<file path="src/rtl/module_execute_stage.sv">
// RV32I execute stage: ID/EX pipeline register followed by forwarding muxes,
// ALU, branch/JAL resolution and misprediction detection.
module module_execute_stage #(
    parameter int WIDTH = 32
) (
    input  logic             clk_i,
    input  logic             rst_i,
    input  logic             stall_i,
    input  logic             flush_i,
    input  logic             valid_i,
    input  logic [WIDTH-1:0] pc_i,
    input  logic [WIDTH-1:0] rd1_i,
    input  logic [WIDTH-1:0] rd2_i,
    input  logic [WIDTH-1:0] imm_ext_i,
    input  logic [4:0]       rd_i,
    input  logic [2:0]       alu_control_i,
    input  logic             alu_src_i,
    input  logic [2:0]       funct3_i,
    input  logic             reg_write_i,
    input  logic             mem_write_i,
    input  logic             branch_i,
    input  logic             jump_i,
    input  logic [1:0]       result_src_i,
    input  logic             predicted_taken_i,
    input  logic [1:0]       forward_a_i,
    input  logic [1:0]       forward_b_i,
    input  logic [WIDTH-1:0] alu_result_m_i,
    input  logic [WIDTH-1:0] result_w_i,
    output logic [WIDTH-1:0] alu_result_o,
    output logic [WIDTH-1:0] write_data_o,
    output logic [4:0]       rd_o,
    output logic             reg_write_o,
    output logic             mem_write_o,
    output logic [1:0]       result_src_o,
    output logic [WIDTH-1:0] pc_plus4_o,
    output logic             taken_o,
    output logic             mispredict_o,
    output logic [WIDTH-1:0] redirect_pc_o
);

    logic             valid_q;
    logic [WIDTH-1:0] pc_q;
    logic [WIDTH-1:0] rd1_q;
    logic [WIDTH-1:0] rd2_q;
    logic [WIDTH-1:0] imm_q;
    logic [4:0]       rd_q;
    logic [2:0]       alu_control_q;
    logic             alu_src_q;
    logic [2:0]       funct3_q;
    logic             reg_write_q;
    logic             mem_write_q;
    logic             branch_q;
    logic             jump_q;
    logic [1:0]       result_src_q;
    logic             predicted_taken_q;

    // A flush only has to kill the side-effecting controls; data fields are left as-is.
    always_ff @(posedge clk_i or posedge rst_i) begin
        if (rst_i) begin
            valid_q           <= 1'b0;
            pc_q              <= '0;
            rd1_q             <= '0;
            rd2_q             <= '0;
            imm_q             <= '0;
            rd_q              <= '0;
            alu_control_q     <= '0;
            alu_src_q         <= 1'b0;
            funct3_q          <= '0;
            reg_write_q       <= 1'b0;
            mem_write_q       <= 1'b0;
            branch_q          <= 1'b0;
            jump_q            <= 1'b0;
            result_src_q      <= '0;
            predicted_taken_q <= 1'b0;
        end else if (flush_i) begin
            valid_q     <= 1'b0;
            reg_write_q <= 1'b0;
            mem_write_q <= 1'b0;
            branch_q    <= 1'b0;
            jump_q      <= 1'b0;
        end else if (!stall_i) begin
            valid_q           <= valid_i;
            pc_q              <= pc_i;
            rd1_q             <= rd1_i;
            rd2_q             <= rd2_i;
            imm_q             <= imm_ext_i;
            rd_q              <= rd_i;
            alu_control_q     <= alu_control_i;
            alu_src_q         <= alu_src_i;
            funct3_q          <= funct3_i;
            reg_write_q       <= reg_write_i;
            mem_write_q       <= mem_write_i;
            branch_q          <= branch_i;
            jump_q            <= jump_i;
            result_src_q      <= result_src_i;
            predicted_taken_q <= predicted_taken_i;
        end
    end

    logic [WIDTH-1:0] src_a;
    logic [WIDTH-1:0] fwd_b;
    logic [WIDTH-1:0] src_b;
    logic [4:0]       shamt;
    logic [WIDTH-1:0] alu_result;
    logic             cond;
    logic             taken;

    always_comb begin
        src_a = rd1_q;
        case (forward_a_i)
            2'b01:   src_a = result_w_i;
            2'b10:   src_a = alu_result_m_i;
            default: src_a = rd1_q;
        endcase
    end

    always_comb begin
        fwd_b = rd2_q;
        case (forward_b_i)
            2'b01:   fwd_b = result_w_i;
            2'b10:   fwd_b = alu_result_m_i;
            default: fwd_b = rd2_q;
        endcase
    end

    assign src_b = alu_src_q ? imm_q : fwd_b;
    assign shamt = src_b[4:0];

    always_comb begin
        alu_result = '0;
        case (alu_control_q)
            3'b000:  alu_result = src_a + src_b;
            3'b001:  alu_result = src_a - src_b;
            3'b010:  alu_result = src_a & src_b;
            3'b011:  alu_result = src_a | src_b;
            3'b100:  alu_result = src_a ^ src_b;
            3'b101:  alu_result = {{(WIDTH-1){1'b0}}, $signed(src_a) < $signed(src_b)};
            3'b110:  alu_result = src_a << shamt;
            default: alu_result = src_a >> shamt;
        endcase
    end

    // Branches always compare against the register operand, never the immediate.
    always_comb begin
        cond = 1'b0;
        case (funct3_q)
            3'b000:  cond = (src_a == fwd_b);
            3'b001:  cond = (src_a != fwd_b);
            3'b100:  cond = ($signed(src_a) < $signed(fwd_b));
            3'b101:  cond = ($signed(src_a) >= $signed(fwd_b));
            3'b110:  cond = (src_a < fwd_b);
            3'b111:  cond = (src_a >= fwd_b);
            default: cond = 1'b0;
        endcase
    end

    assign taken = valid_q & (jump_q | (branch_q & cond));

    assign alu_result_o  = alu_result;
    assign write_data_o  = fwd_b;
    assign rd_o          = rd_q;
    assign reg_write_o   = valid_q & reg_write_q;
    assign mem_write_o   = valid_q & mem_write_q;
    assign result_src_o  = result_src_q;
    assign pc_plus4_o    = pc_q + WIDTH'(4);
    assign taken_o       = taken;
    assign mispredict_o  = valid_q & (branch_q | jump_q) & (taken != predicted_taken_q);
    assign redirect_pc_o = taken ? (pc_q + imm_q) : (pc_q + WIDTH'(4));

endmodule

</file>
<file path="config.mk">
export PLATFORM = sky130hd
export DESIGN_NAME = module_execute_stage
export DESIGN_NICKNAME = d
export VERILOG_FILES = /design/src/rtl/module_execute_stage.sv
export SDC_FILE = /design/constraint.sdc
export NUM_CORES = 1
export LEC_CHECK = 0
export BUFFER_PORTS_ARGS = -buffer_cell sky130_fd_sc_hd__clkbuf_2
export CAP_MARGIN = 20
export CORE_MARGIN = 4
export CORE_UTILIZATION = 35
export DETAILED_ROUTE_END_ITERATION = 7
export SLEW_MARGIN = 20
export SYNTH_ARGS = -nofsm -noshare
export SYNTH_HDL_FRONTEND = slang
export SYNTH_SLANG_ARGS = --single-unit
</file>
<file path="constraint.sdc">
create_clock -name clk_i -period 14.55 [get_ports clk_i]
set_input_delay 2.91 -clock clk_i [delete_from_list [all_inputs] [get_ports clk_i]]
set_output_delay 2.91 -clock clk_i [all_outputs]
set_load 0.05 [all_outputs]
</file>
==> impl_metrics.env <==
export IMPL_status="finished clean"
export IMPL_root_buffer="clkbuf_16"
export IMPL_placed_area_sq_um=20500
export IMPL_slew_viol_final=0
export IMPL_final_area_sq_um=21100
export IMPL_clockBufferDepth=2
export IMPL_h_tree_depth=4
export IMPL_clock_skew_ns=0
export IMPL_preCtsSetupSlack_ns=2.80
export IMPL_hold_viol=0
export IMPL_finalSetupViolCount=0
export IMPL_ys_warnings_count=0
export IMPL_drt_iter0_drc=2240
export IMPL_syn_inst=2373
export IMPL_antenna_found_initial=12
export IMPL_slew_headroom_pct=10.4
export IMPL_fp_dieW_microns=235
export IMPL_ys_ff_latch=148
export IMPL_gp_congestion=1.02
export IMPL_grt_busiest_layer="met2"
export IMPL_hp_class="flip-flop to flip-flop"
export IMPL_cap_violations=0
export IMPL_grtUsageTotal_pct=29.6
export IMPL_io_pin_count=359
export IMPL_die_height_microns=235
export IMPL_avgSynthCellArea_sq_um=7.62
export IMPL_peakVddDrop_v=0.0000734
export IMPL_yosysSeqAreaShare_pct=20.5
export IMPL_fp_row_count=83
export IMPL_min_period_ns=11.81
export IMPL_grt_use_met2_pct=46.6
export IMPL_synth_top_cell_area_share_pct=20.5
export IMPL_dp_cells=3311
export IMPL_p_leak_nw=9.77
export IMPL_vias_per_cell=6.00
export IMPL_stdcell_count=3349
export IMPL_total_power_mw=3.18
export IMPL_ys_async_sr_fraction_pct=100
export IMPL_ys_types=84
export IMPL_fin_ws_ns=2.74
export IMPL_power_density_nw_per_um2=150
export IMPL_first_pass_iters=6
export IMPL_synthFlopType="dfrtp_1"
export IMPL_grt_pass1_vias=19600
export IMPL_synth_nets=2761
export IMPL_criticalPathCategory="primary input to output port"
export IMPL_critPathLaunchType="primary input"
export IMPL_synth_largest_area_cell="dfrtp_1"
export IMPL_numCtsBuffers=17
export IMPL_synth_top_cells_by_area="dfrtp_1 20%, ha_1 11%, mux2_2 9.1%, nand2_1 6.1%, o21ai_0 5.8%"
export IMPL_grt_util_met3_pct=5.88
export IMPL_fin_util_pct=41.3
export IMPL_drcViolationCount=0
export IMPL_worstMarginPinSlew_ns=1.34
export IMPL_core_area_sq_um=51200
export IMPL_cp_max_fo=38
export IMPL_grt_pass1_wl_mm=127
export IMPL_cts_reportedPaths_clkPinSlew_ns=0.06
export IMPL_place_detailed_hpwl_mm=68.3
export IMPL_fin_crit_sh_pct=81.1
export IMPL_postCtsSetupRepairBufs=0
export IMPL_synth_edf_count=0
export IMPL_wirelength_mm=86.1
export IMPL_clkLatencyLatePin_ns=0.46
export IMPL_area_delta_synth_final_pct=16.8
export IMPL_nets=3038
export IMPL_crit_required_ns=11.64
export IMPL_final_layout_size_suffix_gt1_share_pct=23.6
export IMPL_cts_tree="built"
export IMPL_max_freq_mhz=84.7
export IMPL_cts_repair_resized=0
export IMPL_grt_overflow=0
export IMPL_grt_max_degree=91
export IMPL_crit_arrival_ns=8.90
export IMPL_syn_area_sq_um=18100
export IMPL_wl_per_cell_microns=25.7
export IMPL_crit_path_end_kind="output port"
export IMPL_dr_total_vias=20100
export IMPL_postRouteAntennaNets=0
export IMPL_holdWs_ns=0.505
export IMPL_start_util_pct=35.3
export IMPL_rsz0062_at_grt="no"
export IMPL_die_area_sq_um=55400
export IMPL_cts_sinks=148
export IMPL_hold_buffers=0
export IMPL_portBuffers=358
export IMPL_grt_use_met1_pct=39.1
export IMPL_fin_tns_setup_ns=0
## power by group
group	switching [mW]	internal, mW
Combinational	1.54	0.660
Clock	0.200	0.248
Sequential	0.0635	0.471
Total	1.80	1.38
## layout make-up
class | count | area, sq um
Multi-Input combinational cell | 1917 | 13200
Sequential cell | 148 | 3710
Clock inverter | 12 | 119
Antenna cell | 6 | 15.0
Fill cell | 5307 | 30100
Tap cell | 680 | 851
Clock buffer | 20 | 457
Inverter | 154 | 583
Timing Repair Buffer | 412 | 2200
## sequential cells by signal, indices dropped and copies added, names as in the netlist
name / count
mem_write_q: 1
result_src_o: 2
rd1_q: 32
imm_q: 32
reg_write_q: 1
pc_q: 32
rd2_q: 32
funct3_q: 3
alu_control_q: 3
valid_q: 1
alu_src_q: 1
predicted_taken_q: 1
branch_q: 1
jump_q: 1
rd_o: 5
## placed cells by master, fill, tap and decap left out, drive strengths merged, types with 32 or more instances in the layout
master	count
nand3	54
mux2	156
mux2i	58
o21ai	223
clkbuf	378
a221o	32
a22oi	68
nor3	40
nor2	193
ha	165
inv	156
a21oi	159
xnor2	55
buf	54
a211oi	32
dfrtp	148
nand2	295
## synth_stat cells (18+ instances only)
master    instances
a211oi_1         32
a21o_1           24
a21oi_1         159
a221o_1          32
a22oi_1          68
a31oi_1          27
buf_2            29
clkbuf_1        107
dfrtp_1         148
ha_1            165
inv_1           149
mux2_2          147
mux2i_1          58
nand2_1         293
nand2b_1         28
nand3_1          54
nor2_1          193
nor2b_1          18
nor3_1           40
o211ai_1         26
o21ai_0         208
o22ai_1          28
o31ai_1          18
xnor2_1          55
xor2_1           21
## critical path: stages
cell and delay, ns:
clkbuf_2 0.09, inv_1 0.04, ha_1 0.26, buf_4 0.37
inv_1 0.30, buf_4 0.28, o21ai_0 0.70, o21ai_0 0.43
ha_1 0.59, a211oi_1 0.45, nand2_1 0.10, or4_1 0.60
a31oi_1 0.36, o31ai_1 0.20, a21o_1 0.26, o41ai_2 0.35
a221oi_1 0.17, o21ai_1 0.11, clkbuf_2 0.31
## logic make-up (layout without fill, tap and decap cells)
group	Yosys count	count (layout)	synth area share (%)
AOI/OAI and AO/OA	757	757	27.1
and+or+nand+nor	702	702	17.1
buffers and inverters	308	598	6.88
muxes	214	214	13.0
adders and majority gates	168	168	11.7
DFF	148	148	20.5
xor gates and xnor gates	76	76	3.68
other	0	6	0
## per-layer routing
layer / wire length (microns) / part of all wire [%]
met4: 4370 / 5.1
met3: 7100 / 8.2
met2: 38800 / 45
met5: 41 / 0.048
met1: 35700 / 42
## path summary, 6_finish.rpt
| path | end | startpoint | slack (ns) | cells past startpoint |
|---|---|---|---|---|
| worst max-delay path | alu_result_o[30] | forward_b_i[0] | 2.74 | 19 |
| worst max register to register | alu_control_q[1]$_DFFE_PP0P_ | alu_control_q[1]$_DFFE_PP0P_ | 12.66 | 2 |
| worst min register to register | rd2_q[17]$_DFFE_PP0P_ | rd2_q[17]$_DFFE_PP0P_ | 0.51 | 1 |
| worst min-delay path | rd2_q[17]$_DFFE_PP0P_ | rd2_q[17]$_DFFE_PP0P_ | 0.51 | 1 |
| min in group asynchronous | rd1_q[26]$_DFFE_PP0P_ | rst_i | 2.59 | 2 |
| max in group asynchronous | alu_control_q[0]$_DFFE_PP0P_ | rst_i | 10.46 | 3 |
Power figures use the tool's default switching activity.
